--- src/rtl/alu_shift_arbiter.sv ---
// rtl/alu_shift_arbiter.sv - round-robin arbiter sharing one alu_shift unit between requesters
//
// Purpose: grants one of NUM_REQ requesters at a time and registers its operands
//          into an external combinational shifter. One cycle later it captures the
//          shifter result and holds it as a response until the consumer accepts it.
//          Only one transaction is in flight. The sequence is IDLE -> EXEC -> RESP.
// Ports:
//   clk_i, arst_i            clock (rising edge), asynchronous active-high reset
//   req_valid_i/req_ready_o  per-requester handshake; ready is one-hot or zero
//   req_rs1_i/req_rs2_i      per-requester operands
//   req_func_t_i             per-requester func_t (shift immediate in [9:4])
//   shift_rs1_o/rs2_o/func_t_o  registered operands driven into alu_shift
//   shift_result_i           combinational alu_shift result
//   resp_valid_o/resp_ready_i   response handshake
//   resp_data_o/resp_id_o    registered result and the index of its owner
module alu_shift_arbiter #(
    parameter int NUM_REQ    = 2,
    parameter int ID_WIDTH   = (NUM_REQ > 1) ? $clog2(NUM_REQ) : 1,
    parameter int DATA_WIDTH = 32
) (
    input  logic                                 clk_i,
    input  logic                                 arst_i,
    input  logic [NUM_REQ-1:0]                   req_valid_i,
    output logic [NUM_REQ-1:0]                   req_ready_o,
    input  logic [NUM_REQ-1:0][DATA_WIDTH-1:0]   req_rs1_i,
    input  logic [NUM_REQ-1:0][DATA_WIDTH-1:0]   req_rs2_i,
    input  logic [NUM_REQ-1:0][15:0]             req_func_t_i,
    output logic [DATA_WIDTH-1:0]                shift_rs1_o,
    output logic [DATA_WIDTH-1:0]                shift_rs2_o,
    output logic [15:0]                          shift_func_t_o,
    input  logic [DATA_WIDTH-1:0]                shift_result_i,
    output logic                                 resp_valid_o,
    input  logic                                 resp_ready_i,
    output logic [DATA_WIDTH-1:0]                resp_data_o,
    output logic [ID_WIDTH-1:0]                  resp_id_o
);

    typedef enum logic [1:0] {
        IDLE = 2'd0,
        EXEC = 2'd1,
        RESP = 2'd2
    } state_e;

    state_e                  state_q, state_d;
    logic [ID_WIDTH-1:0]     rr_ptr_q, rr_ptr_d;
    logic [ID_WIDTH-1:0]     id_q, id_d;
    logic [DATA_WIDTH-1:0]   shift_rs1_q, shift_rs1_d;
    logic [DATA_WIDTH-1:0]   shift_rs2_q, shift_rs2_d;
    logic [15:0]             shift_func_t_q, shift_func_t_d;
    logic                    resp_valid_q, resp_valid_d;
    logic [DATA_WIDTH-1:0]   resp_data_q, resp_data_d;
    logic [ID_WIDTH-1:0]     resp_id_q, resp_id_d;

    logic                    found;
    logic [ID_WIDTH-1:0]     winner;
    logic [ID_WIDTH-1:0]     cand;

    // Search starts at rr_ptr and wraps. The first valid requester wins.
    always_comb begin
        found  = 1'b0;
        winner = '0;
        cand   = '0;
        for (int k = 0; k < NUM_REQ; k++) begin
            cand = ID_WIDTH'((int'(rr_ptr_q) + k) % NUM_REQ);
            if (!found && req_valid_i[cand]) begin
                found  = 1'b1;
                winner = cand;
            end
        end
    end

    // While reset is held, ready is forced low so that no handshake appears
    // to complete.
    always_comb begin
        req_ready_o = '0;
        if (state_q == IDLE && found && !arst_i) begin
            req_ready_o[winner] = 1'b1;
        end
    end

    always_comb begin
        state_d        = state_q;
        rr_ptr_d       = rr_ptr_q;
        id_d           = id_q;
        shift_rs1_d    = shift_rs1_q;
        shift_rs2_d    = shift_rs2_q;
        shift_func_t_d = shift_func_t_q;
        resp_valid_d   = resp_valid_q;
        resp_data_d    = resp_data_q;
        resp_id_d      = resp_id_q;
        case (state_q)
            IDLE: begin
                // A valid winner has ready asserted, so found alone marks the handshake.
                if (found) begin
                    shift_rs1_d    = req_rs1_i[winner];
                    shift_rs2_d    = req_rs2_i[winner];
                    shift_func_t_d = req_func_t_i[winner];
                    id_d           = winner;
                    rr_ptr_d       = ID_WIDTH'((int'(winner) + 1) % NUM_REQ);
                    state_d        = EXEC;
                end
            end
            EXEC: begin
                resp_data_d  = shift_result_i;
                resp_id_d    = id_q;
                resp_valid_d = 1'b1;
                state_d      = RESP;
            end
            RESP: begin
                if (resp_ready_i) begin
                    resp_valid_d = 1'b0;
                    state_d      = IDLE;
                end
            end
            default: begin
                state_d = IDLE;
            end
        endcase
    end

    always_ff @(posedge clk_i or posedge arst_i) begin
        if (arst_i) begin
            state_q        <= IDLE;
            rr_ptr_q       <= '0;
            id_q           <= '0;
            shift_rs1_q    <= '0;
            shift_rs2_q    <= '0;
            shift_func_t_q <= '0;
            resp_valid_q   <= 1'b0;
            resp_data_q    <= '0;
            resp_id_q      <= '0;
        end else begin
            state_q        <= state_d;
            rr_ptr_q       <= rr_ptr_d;
            id_q           <= id_d;
            shift_rs1_q    <= shift_rs1_d;
            shift_rs2_q    <= shift_rs2_d;
            shift_func_t_q <= shift_func_t_d;
            resp_valid_q   <= resp_valid_d;
            resp_data_q    <= resp_data_d;
            resp_id_q      <= resp_id_d;
        end
    end

    assign shift_rs1_o    = shift_rs1_q;
    assign shift_rs2_o    = shift_rs2_q;
    assign shift_func_t_o = shift_func_t_q;
    assign resp_valid_o   = resp_valid_q;
    assign resp_data_o    = resp_data_q;
    assign resp_id_o      = resp_id_q;

endmodule
--- config.mk ---
export PLATFORM = sky130hd
export DESIGN_NAME = alu_shift_arbiter
export DESIGN_NICKNAME = d
export VERILOG_FILES = /design/src/rtl/alu_shift_arbiter.sv
export SDC_FILE = /design/constraint.sdc
export NUM_CORES = 1
export LEC_CHECK = 0
export CAP_MARGIN = 20
export CORE_MARGIN = 2
export CORE_UTILIZATION = 34
export DETAILED_ROUTE_END_ITERATION = 8
export PLACE_DENSITY = 0.77
export REMOVE_ABC_BUFFERS = 1
export SLEW_MARGIN = 20
export SYNTH_ARGS = -nofsm -noshare
export SYNTH_HDL_FRONTEND = slang
export SYNTH_SLANG_ARGS = --single-unit
--- constraint.sdc ---
create_clock -name clk_i -period 4.7 [get_ports clk_i]
set_input_delay 0.94 -clock clk_i [delete_from_list [all_inputs] [get_ports clk_i]]
set_output_delay 0.94 -clock clk_i [all_outputs]
set_load 0.01 [all_outputs]
==> impl_metrics.ini <==
[clock_tree]
tritoncts = yes
insertion_delay_ps = 410
cts_buffer_depth = 2
clockRootBuffer = clkbuf_16
cts_setup_buffers = 0
cts_num_sinks = 118
numCtsBuffers = 17
htree_levels = 4
clk_pin_slew_worst_paths_ps = 50
cts_resized = 0
hold_buffers = 0

[timing]
fin_crit_ps = 3450
max_slew_margin = 0.340
finalSetupTns_ps = 0
worstMarginPinSlew_ps = 991
setup_viol = 0
max_freq_mhz = 290
rsz0062_at_grt = false
layout_setup_ws_ps = 1250
fin_crit_sh = 0.734
skew_ps = 8.50
maxSlewViolCount = 0
holdWs_ps = 501
hold_viol = 0

[placed_design]
gp_congestion = 0.727
place_inst = 836
pre_cts_slack_ps = 1240
portBuffers = 312
dp.final_hpwl_um = 12200

[floorplan]
core_sq_um = 14600
dieHeight_um = 127
die_area_sq_um = 16100
die_w_um = 127
rows = 44
start_util = 0.351
ios = 313

[synth]
synth_cell_types = 19
ys_seq_area_frac = 0.574
yosysMostFrequentCell = dfrtp_1
yosys-top-cells-count = 118 x dfrtp_1, 81 x o21a_1, 80 x a221o_1
ys_top_cells_by_area = dfrtp_1 57%, a221o_1 16%, o21a_1 12%, mux2_2 7.2%, buf_6 3.9%
synth_area_leader_cell = dfrtp_1
synth_top_area_frac = 0.574
async_reset_ff_frac = 1.00
yosys_most_used_dff = dfrtp_1
ys_ff_latch = 118
avgSynthCellArea_sq_um = 13.8
synth-edff-count = 0
yosysWarnings = 0
synthCells = 372
syn_area_sq_um = 5150

[critical_path]
reg2reg_to = shift_rs1_o[25]$_DFFE_PP0P_
crit_path_end_kind = output port
crit_chain = clkdlybuf4s50_1 > nand2_1 > and3_2 > and2_1 > clkdlybuf4s50_1
path_class = input pin to output port
arrival_ps = 2510
slowest_stage = clkdlybuf4s50_1
cpPeakStageDelay_ps = 560
worstPathRequired_ps = 3760
critPathMaxFanout = 4
worstReg2RegStart = state_q[1]$_DFFE_PP0P_
reg2regPathDepth = 4
cp-start-kind = input pin
cpMostUsedCell = clkdlybuf4s50_1
reg2reg_slack_ps = 2740

[layout]
antenna_cells = 0
instances_no_fill = 867
drive_above_1_share = 0.110
synthToLayoutAreaGrowth_pct = 71.6
layout.nets = 868

[global_route]
grt_pass1_wl_um = 26200
grt_max_degree = 83
grt_pass1_vias = 4868
grtUsageTotal = 0.211
overflow = 0
antenna_found_initial = 0

[drt]
dr.pass1.iters = 5
wl_per_cell_um = 19.7
drt-vias-per-instance = 5.31
totalWireLength_um = 17100
vias = 4601
antenna_left = 0
drc = 0
drt_iter0_drc = 225

[power_and_ir_drop]
power_leakage_nw = 3.59
powerDensity_nw_per_um2 = 666
vdd_drop_max_v = 0.000353

[hold_path]
hold_path.startpoint = resp_data_o[28]$_DFFE_PP0P_
hold_depth = 1
min-delay-path-class = flop to flop
min_to = resp_data_o[28]$_DFFE_PP0P_

[status]
status = complete, no violations

[job]
maxCapViolations = 0
==> flip-flops by register name, indices dropped and copies added (netlist names) <==
signal	cells
id_q	1
resp_data_o	32
resp_id_o	1
resp_valid_o	1
rr_ptr_q	1
shift_func_t_o	16
shift_rs1_o	32
shift_rs2_o	32
state_q	2
==> how the worst max path moves through the flow <==
stage              startpoint             end  slack, ps  cells past startpoint
2_1_floorplan          arst_i  req_ready_o[0]        -40                      2
3_3_place_gp   req_valid_i[1]  req_ready_o[0]       1240                      5
3_5_place_dp   req_valid_i[1]  req_ready_o[0]       1240                      5
4_1_cts        req_valid_i[1]  req_ready_o[0]       1240                      5
5_1_grt        req_valid_i[1]  req_ready_o[0]       1190                      5
6_report       req_valid_i[1]  req_ready_o[0]       1250                      5
==> cells by family after synthesis <==
group	Yosys count	share of synthesized area
buffers and inverters	41	0.0613
DFF	118	0.574
AOI/OAI and AO/OA	164	0.277
and+or+nand+nor	16	0.0160
muxes	33	0.0722
==> worst max-delay path: cells and delay by family <==
family	cells	cell delay, ps
buffers and inverters	2	1120
AND/OR/NAND/NOR	3	450
==> report_power, final <==
group / switching [mW] / internal, mW
Combinational: 1.16 / 1.67
Sequential: 0.283 / 1.53
Clock: 0.439 / 0.800
Total: 1.88 / 4.00
==> cell usage in the layout (no fill, tap or decap), drive strengths merged <==
cell | synthesis | final
and2 | 1 | 1
buf | 39 | 7
dfrtp | 118 | 118
a221o | 80 | 80
a21oi | 2 | 2
nand2b | 1 | 1
nand2 | 3 | 3
and3 | 2 | 2
o21ai | 1 | 1
inv | 2 | 2
clkbuf | 0 | 22
clkinvlp | 0 | 3
or2 | 2 | 2
clkdlybuf4s50 | 0 | 312
nor2 | 4 | 4
nor3b | 1 | 1
nor2b | 1 | 1
clkinv | 0 | 4
bufinv | 0 | 2
nand3 | 1 | 1
o21a | 81 | 81
mux2 | 33 | 33
==> layer usage <==
layer | GRT usage | routed length [um]
met5 | 0 | 0
met4 | 0.0827 | 407
met3 | 0.0620 | 1420
met2 | 0.370 | 8680
met1 | 0.244 | 6590
==> final cells by class <==
type / instances / area [sq um]
clock buffers: 22 / 464
well taps: 184 / 230
fillers: 1147 / 5820
flip-flops and latches: 118 / 2950
clock inverters: 9 / 103
repair buffers: 319 / 3180
multi-input cells: 213 / 1890
inverters: 2 / 10.0
==> through the flow <==
stage,cell area (sq um),power [mW],utilization
after global routing,8830,6.20,0.603
after floorplan,4840,3.15,-
after global placement,8260,4.57,0.564
final,8830,5.88,0.603
after detailed placement,8260,4.67,0.564
after CTS,8830,5.94,0.603
No activity file was read; power rests on OpenSTA's default activity.
